--- src/rtl/irq_pkg.sv ---
// Shared definitions for the interrupt arbiter: register map, FSM states,
// source-count limit and vector width.
package irq_pkg;

    localparam int MAX_SRC = 8;
    localparam int VEC_W   = 3;

    localparam logic [7:0] IRQ_PEND_ADDR = 8'h3A;
    localparam logic [7:0] IRQ_CTRL_ADDR = 8'h3B;
    localparam logic [7:0] IRQ_MASK_ADDR = 8'h3C;

    typedef enum logic {
        IDLE,
        GRANT
    } state_t;

endpackage

--- src/rtl/irq_prio_pick.sv ---
// Combinational winner search over the eligible vector, starting at base
// and wrapping. Ports: elig, base in; win, valid out.
module irq_prio_pick
    import irq_pkg::*;
#(
    parameter int N_SRC = 4
) (
    input  logic [N_SRC-1:0] elig,
    input  logic [VEC_W-1:0] base,
    output logic [VEC_W-1:0] win,
    output logic             valid
);

    // Rotate so that bit 0 of rot is the source at index base.
    logic [N_SRC-1:0] rot;

    assign rot = N_SRC'({elig, elig} >> base);

    always_comb begin
        win   = '0;
        valid = 1'b0;
        for (int k = 0; k < N_SRC; k++) begin
            if (!valid && rot[k]) begin
                valid = 1'b1;
                win   = VEC_W'((int'(base) + k) % N_SRC);
            end
        end
    end

endmodule

--- src/rtl/irq_arbiter.sv ---
// Shares one CPU interrupt line among N_SRC timers: edge capture into
// pending bits, masking, a two-state grant FSM and a register bus.
// Ports: clk, rst_n, addr/wdata/write/read/rdata bus, src_req/src_ack to
// timers, cpu_irq/cpu_vec/cpu_ack to the CPU.
// Build option: define IRQ_RR_EN for round-robin instead of fixed priority.
module irq_arbiter
    import irq_pkg::*;
#(
    parameter int         N_SRC     = 4,
    parameter logic [7:0] CTRL_ADDR = IRQ_CTRL_ADDR,
    parameter logic [7:0] MASK_ADDR = IRQ_MASK_ADDR,
    parameter logic [7:0] PEND_ADDR = IRQ_PEND_ADDR
) (
    input  logic             clk,
    input  logic             rst_n,
    input  logic [7:0]       addr,
    input  logic [7:0]       wdata,
    input  logic             write,
    input  logic             read,
    output logic [7:0]       rdata,
    input  logic [N_SRC-1:0] src_req,
    output logic [N_SRC-1:0] src_ack,
    output logic             cpu_irq,
    output logic [VEC_W-1:0] cpu_vec,
    input  logic             cpu_ack
);

    state_t           state_q, state_d;
    logic             gie_q, gie_d;
    logic             irq_q, irq_d;
    logic [N_SRC-1:0] mask_q, mask_d;
    logic [N_SRC-1:0] pend_q, pend_d;
    logic [N_SRC-1:0] req_q;
    logic [N_SRC-1:0] ack_q, ack_d;
    logic [7:0]       rdata_q, rdata_d;
    logic [VEC_W-1:0] vec_q, vec_d;

    logic [N_SRC-1:0] elig, rise, clr, vec_oh;
    logic [VEC_W-1:0] base, win;
    logic             win_vld;
    logic             wr_ctrl, wr_mask, wr_pend, take_ack;
    logic [7:0]       mask_ext, pend_ext;
    logic             unused_wdata;

    assign unused_wdata = ^wdata;

    assign wr_ctrl  = write && (addr == CTRL_ADDR);
    assign wr_mask  = write && (addr == MASK_ADDR);
    assign wr_pend  = write && (addr == PEND_ADDR);
    assign take_ack = (state_q == GRANT) && cpu_ack;

    assign rise = src_req & ~req_q;
    assign elig = pend_q & mask_q & {N_SRC{gie_q}};

    always_comb begin
        for (int i = 0; i < N_SRC; i++) begin
            vec_oh[i] = (int'(vec_q) == i);
        end
    end

`ifdef IRQ_RR_EN
    logic [VEC_W-1:0] ptr_q, ptr_d;

    // Search starts just after the last granted source.
    always_comb begin
        ptr_d = take_ack ? vec_q : ptr_q;
        base  = (int'(ptr_q) >= N_SRC - 1) ? '0 : ptr_q + 1'b1;
    end

    always_ff @(posedge clk or negedge rst_n) begin
        if (!rst_n) ptr_q <= '0;
        else        ptr_q <= ptr_d;
    end
`else
    assign base = '0;
`endif

    irq_prio_pick #(
        .N_SRC (N_SRC)
    ) u_pick (
        .elig  (elig),
        .base  (base),
        .win   (win),
        .valid (win_vld)
    );

    // A new edge wins over any clear of the same bit.
    always_comb begin
        gie_d  = gie_q;
        mask_d = mask_q;
        clr    = '0;
        if (wr_ctrl) begin
            gie_d = wdata[0];
            if (wdata[1]) clr = '1;
        end
        if (wr_mask)  mask_d = wdata[N_SRC-1:0];
        if (wr_pend)  clr    = clr | wdata[N_SRC-1:0];
        if (take_ack) clr    = clr | vec_oh;
        pend_d = (pend_q & ~clr) | rise;
    end

    always_comb begin
        state_d = state_q;
        irq_d   = irq_q;
        vec_d   = vec_q;
        ack_d   = '0;
        unique case (state_q)
            IDLE: begin
                if (win_vld) begin
                    state_d = GRANT;
                    irq_d   = 1'b1;
                    vec_d   = win;
                end
            end
            GRANT: begin
                if (cpu_ack) begin
                    ack_d   = vec_oh;
                    irq_d   = 1'b0;
                    state_d = IDLE;
                end else if (!gie_q) begin
                    irq_d   = 1'b0;
                    state_d = IDLE;
                end
            end
        endcase
    end

    always_comb begin
        mask_ext              = '0;
        pend_ext              = '0;
        mask_ext[N_SRC-1:0]   = mask_q;
        pend_ext[N_SRC-1:0]   = pend_q;
        rdata_d               = rdata_q;
        if (read && !write) begin
            case (addr)
                CTRL_ADDR: rdata_d = {7'b0, gie_q};
                MASK_ADDR: rdata_d = mask_ext;
                PEND_ADDR: rdata_d = pend_ext;
                default:   rdata_d = 8'h00;
            endcase
        end
    end

    always_ff @(posedge clk or negedge rst_n) begin
        if (!rst_n) begin
            state_q <= IDLE;
            gie_q   <= 1'b0;
            irq_q   <= 1'b0;
            mask_q  <= '0;
            pend_q  <= '0;
            req_q   <= '0;
            ack_q   <= '0;
            rdata_q <= '0;
            vec_q   <= '0;
        end else begin
            state_q <= state_d;
            gie_q   <= gie_d;
            irq_q   <= irq_d;
            mask_q  <= mask_d;
            pend_q  <= pend_d;
            req_q   <= src_req;
            ack_q   <= ack_d;
            rdata_q <= rdata_d;
            vec_q   <= vec_d;
        end
    end

    assign rdata   = rdata_q;
    assign src_ack = ack_q;
    assign cpu_irq = irq_q;
    assign cpu_vec = vec_q;

endmodule
--- config.mk ---
export PLATFORM = sky130hd
export DESIGN_NAME = irq_arbiter
export DESIGN_NICKNAME = d
export VERILOG_FILES = /design/src/rtl/irq_pkg.sv /design/src/rtl/irq_prio_pick.sv /design/src/rtl/irq_arbiter.sv
export SDC_FILE = /design/constraint.sdc
export NUM_CORES = 1
export LEC_CHECK = 0
export ABC_CLOCK_PERIOD_IN_PS = 1580
export BUFFER_PORTS_ARGS = -buffer_cell sky130_fd_sc_hd__buf_2
export CORE_MARGIN = 3
export CORE_UTILIZATION = 39
export CTS_CLUSTER_DIAMETER = 30
export DETAILED_ROUTE_END_ITERATION = 12
export PLACE_DENSITY = 0.62
export SLEW_MARGIN = 20
export SYNTH_ARGS = -nofsm -noshare
export SYNTH_HDL_FRONTEND = slang
export SYNTH_SLANG_ARGS = --single-unit
--- constraint.sdc ---
create_clock -name clk -period 1.58 [get_ports clk]
set_clock_uncertainty 0.15 [all_clocks]
set_input_delay 0.316 -clock clk [delete_from_list [all_inputs] [get_ports clk]]
set_output_delay 0.316 -clock clk [all_outputs]
set_load 0.05 [all_outputs]
==> results of run 1 <==
-- per-layer routing --
| layer | vias up | share of wire (%) | global-route usage, % |
|---|---|---|---|
| li1 | 443 | - | - |
| met4 | 0 | 0.58 | 2.79 |
| met3 | 2 | 5.1 | 3.98 |
| met1 | 430 | 45 | 18.0 |
| met5 | - | 0 | 0 |
| met2 | 24 | 49 | 23.6 |
-- repair_timing --
action / 4_1_cts / 5_1_grt
resized for setup: 1 / 1
hold buffers: 5 / 0
hold endpoints to repair: 29 / 0
setup endpoints to repair: 1 / 1
-- cell families (layout without fill, tap and decap cells) --
kind of cell | count (synthesis) | after routing | share of synthesized area (%)
AOI/OAI and AO/OA | 26 | 26 | 16.1
muxes | 9 | 9 | 9.51
and+or+nand+nor | 27 | 27 | 14.2
DFF | 25 | 25 | 52.9
buffers and inverters | 17 | 55 | 7.08
other | 1 | 5 | 0.317
-- area by class of cell --
class / count / area, um2
fill: 269 / 1360
tap: 31 / 38.8
sequential: 25 / 626
inverter: 10 / 37.5
multi-input combinational: 67 / 489
clock buffer: 3 / 22.5
timing repair buffer: 41 / 248
clock inverter: 1 / 7.51
-- power by group --
part           internal (uW)  switching, uW  leakage (uW)
sequential               663           19.5      0.000318
combinational           74.4            125      0.000428
clock                   96.8            193     0.0000139
total                    834            337      0.000760
-- synthesized netlist by cell type, drive strengths merged (2+ instances only) --
cell type / n
dfrtp: 25
inv: 10
buf: 7
nand2: 7
mux2: 6
nor2: 6
a22oi: 5
o21ai: 4
o31ai: 4
and2: 3
mux2i: 3
a21oi: 2
nand2b: 2
nand3: 2
nor3b: 2
o221ai: 2
o32ai: 2
-- flip-flops by register name, summed over array words and instances, names as in the netlist --
| signal | count |
|---|---|
| rdata | 4 |
| src_ack | 4 |
| req_q | 4 |
| pend_q | 4 |
| gie_q | 1 |
| state_q | 1 |
| cpu_irq | 1 |
| cpu_vec | 2 |
| mask_q | 4 |
-- path summary, 6_finish.rpt --
path,to,slack (ns),cells after the start
max reg2reg,cpu_vec[0],0.07,3
min,mask_q[3],0.08,2
max,cpu_vec[1],0.05,1
min in group asynchronous,mask_q[1],0.33,2
min reg2reg,pend_q[2],0.28,1
max in group asynchronous,mask_q[0],0.59,2
-- stage by stage --
stage | power (uW) | utilization, % | instances | setup WS, ns | hold WS (ns)
floorplan | 821 | - | 109 | 0.155 | -0.130
global placement | 880 | 48.9 | 169 | 0.0547 | 0.178
detailed placement | 885 | 48.9 | 169 | 0.00315 | 0.186
CTS | 1190 | 51.8 | 178 | 0.0218 | 0.0690
global route | 1220 | 51.9 | 178 | 0.00684 | 0.0668
finish | 1170 | 51.9 | 178 | 0.0460 | 0.0772
==> results.yml, run 1 <==
status:
  outcome: "finished, final reports clean"
die:
  rows: 19
  initial_core_util_pct: 41.8
  chipHeight_um: 61.1
  die_x_um: 61.1
  die-area_mm2: 0.00373
  io_pins: 41
  fp.coreArea_mm2: 0.00283
cells_and_area:
  layout.nets: 173
  finalInstanceArea_mm2: 0.00147
  final_common_cell: "buf_2"
  layout_common_cells: "buf_2, dfrtp_1, inv_1, nand2_1"
  drive_above_1_share_pct: 36.1
  diodes: 0
  areaGrowthSynthToFinish_pct: 24.1
yosys:
  synth_top_area_cell: "dfrtp_1"
  ys.warnings.count: 0
  synth.distinct_cells: 36
  synth_top_area_share_pct: 52.9
  netlist_area_mm2: 0.00118
  synth.yosys.seq_area_share_pct: 52.9
  synthFlopType: "dfrtp_1"
  syn_inst: 105
  avgSynthCellArea_um2: 11.3
  synth.area.top_cells: "dfrtp_1, mux2_4, a22oi_1"
  async_reset_ff_share_pct: 100
  synth-edff-count: 0
  yosys_register_bits: 25
sta:
  slew-limit-headroom_pct: 64.6
  finalHoldViolations: 0
  worstMarginPinSlew_ns: 0.531
  min_period_over_period_pct: 97.1
  finalSetupTns_ns: 0
  fin_crit_ns: 1.53
  rsz0062_at_grt: "false"
  finalMaxSlewViolations: 0
  setup_violations: 0
  fmax_mhz: 652
detailed_routing:
  drt_iter0_drc: 17
  vias: 899
  dr.pass1.iters: 4
  avgViaCountPerCell: 5.05
  drc: 0
  drtAntennaViolNets: 0
  routed_wl_mm: 2.43
  wl_per_cell_um: 13.6
clocking:
  cts_tree: "built"
  htree_levels: 1
  clkLatencyLatePin_ns: 0.32
  clkTransAtPathRegs_ns: 0.14
  cts_setup_buffers: 0
  cts_made_buffers: 3
  numClockSinks: 25
  clock_path_buffers: 2
  cts_root_buffer: "clkbuf_4"
placement:
  globalplace.congestion: 0.831
  placed_cell_area_mm2: 0.00138
  dp_hpwl_mm: 1.92
  numPortBuffers: 31
hold_path:
  min_from: "wdata[3]"
  holdCritPathClass: "input pin to register"
grt:
  grt_remaining_overflow: 0
  antenna_found_initial: 0
  grt_pass1_wl_mm: 3.92
  grt_pass1_vias: 881
  grt_start_max_net_pins: 26
  grtUsageTotal_pct: 14.0
critical_path:
  crit_type: "register to output port"
  timing.rr.start: "state_q"
  arrival_ns: 1.07
  crit_start: "cpu_vec[1]"
  crit_path_max_incr_delay_ns: 0.47
  end_kind: "output port"
  crit_family: "flip-flops"
  crit_path_start_kind: "register"
  crit_path_cell_trace: "clkbuf_4"
  critical_path_buf_inv_count: 1
  cp.required_ns: 1.11
  slowest_stage: "dfrtp_1"
  path_max_fanout: 6
job:
  maxCapViolCount: 0
power:
  p_leak_uw: 0.000760
  powerDensity_mw_per_mm2: 797
  worst_ir_drop_vdd_uv: 553
(Power assumes the default switching activity.)
==> run 2, diff against run 1 <==
--- a/config.mk
+++ b/config.mk
@@ -5,6 +5,7 @@
 export SDC_FILE = /design/constraint.sdc
 export NUM_CORES = 1
 export LEC_CHECK = 0
+export ABC_AREA = 1
 export ABC_CLOCK_PERIOD_IN_PS = 1580
 export BUFFER_PORTS_ARGS = -buffer_cell sky130_fd_sc_hd__buf_2
 export CORE_MARGIN = 3
==> results.yml, run 2 <==
critical_path:
  path_max_fanout: 4
  crit_family: "flip-flops"
  arrival_ns: 1.00
  critical_path_buf_inv_count: 1
  crit_path_start_kind: "register"
  slowest_stage: "dfrtp_1"
  cp.required_ns: 1.11
  timing.rr.start: "gie_q"
  reg2reg_depth: 6
  end_kind: "output port"
  crit_path_cell_trace: "buf_2"
  crit_type: "register to output port"
  crit_path_max_incr_delay_ns: 0.41
  crit_start: "cpu_vec[1]"
  path_depth: 1
sta:
  finalMaxSlewViolations: 0
  finalHoldViolations: 0
  finalSetupTns_ns: 0
  setup_violations: 0
  min_period_over_period_pct: 92.5
  rsz0062_at_grt: "false"
  fin_crit_ns: 1.46
  fmax_mhz: 684
  slew-limit-headroom_pct: 65.1
  worstMarginPinSlew_ns: 0.524
die:
  io_pins: 41
  die-area_mm2: 0.00379
  initial_core_util_pct: 42.2
  die_x_um: 61.6
  chipHeight_um: 61.6
  fp.coreArea_mm2: 0.00285
  rows: 19
detailed_routing:
  drc: 0
  routed_wl_mm: 2.34
  wl_per_cell_um: 10.6
  avgViaCountPerCell: 4.72
  vias: 1043
  drtAntennaViolNets: 0
  dr.pass1.iters: 4
  drt_iter0_drc: 39
hold_path:
  hold_path_depth: 3
  holdCritPathClass: "input pin to register"
  min_from: "wdata[0]"
yosys:
  synth.yosys.seq_area_share_pct: 52.0
  yosys_register_bits: 25
  ys.warnings.count: 0
  synth.area.top_cells: "dfrtp_1, nand2_1, nand3_1"
  netlist_area_mm2: 0.00120
  yosysMostFrequentCell: "nand2_1"
  synthTopCellsByCount: "nand2_1, dfrtp_1, inv_1"
  synth-edff-count: 0
  synthFlopType: "dfrtp_1"
  async_reset_ff_share_pct: 100
  synth_top_area_cell: "dfrtp_1"
  avgSynthCellArea_um2: 7.97
  synth.distinct_cells: 18
  synth_top_area_share_pct: 52.0
  syn_inst: 151
cells_and_area:
  fill_cells: 299
  areaGrowthSynthToFinish_pct: 20.6
  diodes: 0
  finish.utilization_pct: 50.9
  finalInstanceArea_mm2: 0.00145
  seqCellArea_um2: 626
  layout.nets: 216
  final_common_cell: "nand2_1"
  layout_common_cells: "nand2_1, buf_2, inv_1, dfrtp_1, nand3_1"
  multi_input_area_um2: 445
  drive_above_1_share_pct: 22.1
clocking:
  htree_levels: 1
  clock_path_buffers: 2
  numClockSinks: 25
  clkLatencyLatePin_ns: 0.31
  cts_made_buffers: 3
  clkTransAtPathRegs_ns: 0.13
  cts_tree: "built"
  cts_root_buffer: "clkbuf_4"
placement:
  numPortBuffers: 31
  globalplace.congestion: 0.876
  placed_cell_area_mm2: 0.00137
  dp_hpwl_mm: 1.87
grt:
  grt_remaining_overflow: 0
  antenna_found_initial: 0
  grt_start_max_net_pins: 26
  grt_pass1_vias: 965
  grt_pass1_wl_mm: 3.92
  grtUsageTotal_pct: 14.1
power:
  powerDensity_mw_per_mm2: 955
  worst_ir_drop_vdd_uv: 609
  p_leak_uw: 0.000837
job:
  maxCapViolCount: 0
status:
  outcome: "finished, final reports clean"
[run 2: what timing repair did]
action | CTS | global route
resized for setup | 0 | 0
setup buffers | 0 | 0
endpoints found under the setup margin | 0 | 0
hold endpoints to repair | 29 | 0
hold buffers | 5 | 0
[run 2: metrics by stage]
stage | worst slack, ns | total power, uW | std cells | hold slack, ns
finish | 0.118 | 1390 | 221 | 0.110
global route | 0.0523 | 1480 | 221 | 0.117
CTS | 0.0902 | 1410 | 221 | 0.0946
detailed placement | 0.166 | 1120 | 212 | 0.184
global placement | 0.194 | 1120 | 212 | 0.180
floorplan | 0.151 | 1020 | 155 | -0.130
[run 2: layout make-up]
| class | count | share of cell area, % |
|---|---|---|
| repair buffers | 38 | 15.2 |
| clock inverters | 1 | 0.345 |
| flip-flops and latches | 25 | 43.1 |
| multi-input cells | 98 | 30.7 |
| clock buffers | 3 | 1.55 |
| inverters | 25 | 6.47 |
| well taps | 31 | 2.67 |
[run 2: cells by family after synthesis]
group / Yosys count / share of synthesized area (%)
simple gates: 82 / 30.9
buf+inv: 32 / 12.3
flops: 25 / 52.0
compound gates: 11 / 4.57
other cells: 1 / 0.312
[run 2: routing by layer]
layer  GRT usage [%]  vias to the layer above  wire [um]
li1                -                      541          -
met1            17.6                      477       1010
met2            23.8                       23       1190
met3            4.40                        2        114
met4            3.64                        0         20
met5               0                        -          0
[run 2: path summary, 6_finish.rpt]
path                              end  slack, ns
min in group asynchronous    rdata[0]       0.36
max                        cpu_vec[1]       0.12
max reg2reg                cpu_vec[1]       0.25
max in group asynchronous  src_ack[2]       0.58
min                             gie_q       0.11
min reg2reg                 pend_q[0]       0.33
[run 2: where the power goes]
part / total, uW / switching, uW / internal [uW]
registers: 741 / 41.6 / 700
logic: 375 / 276 / 98.7
clock network: 270 / 175 / 94.6
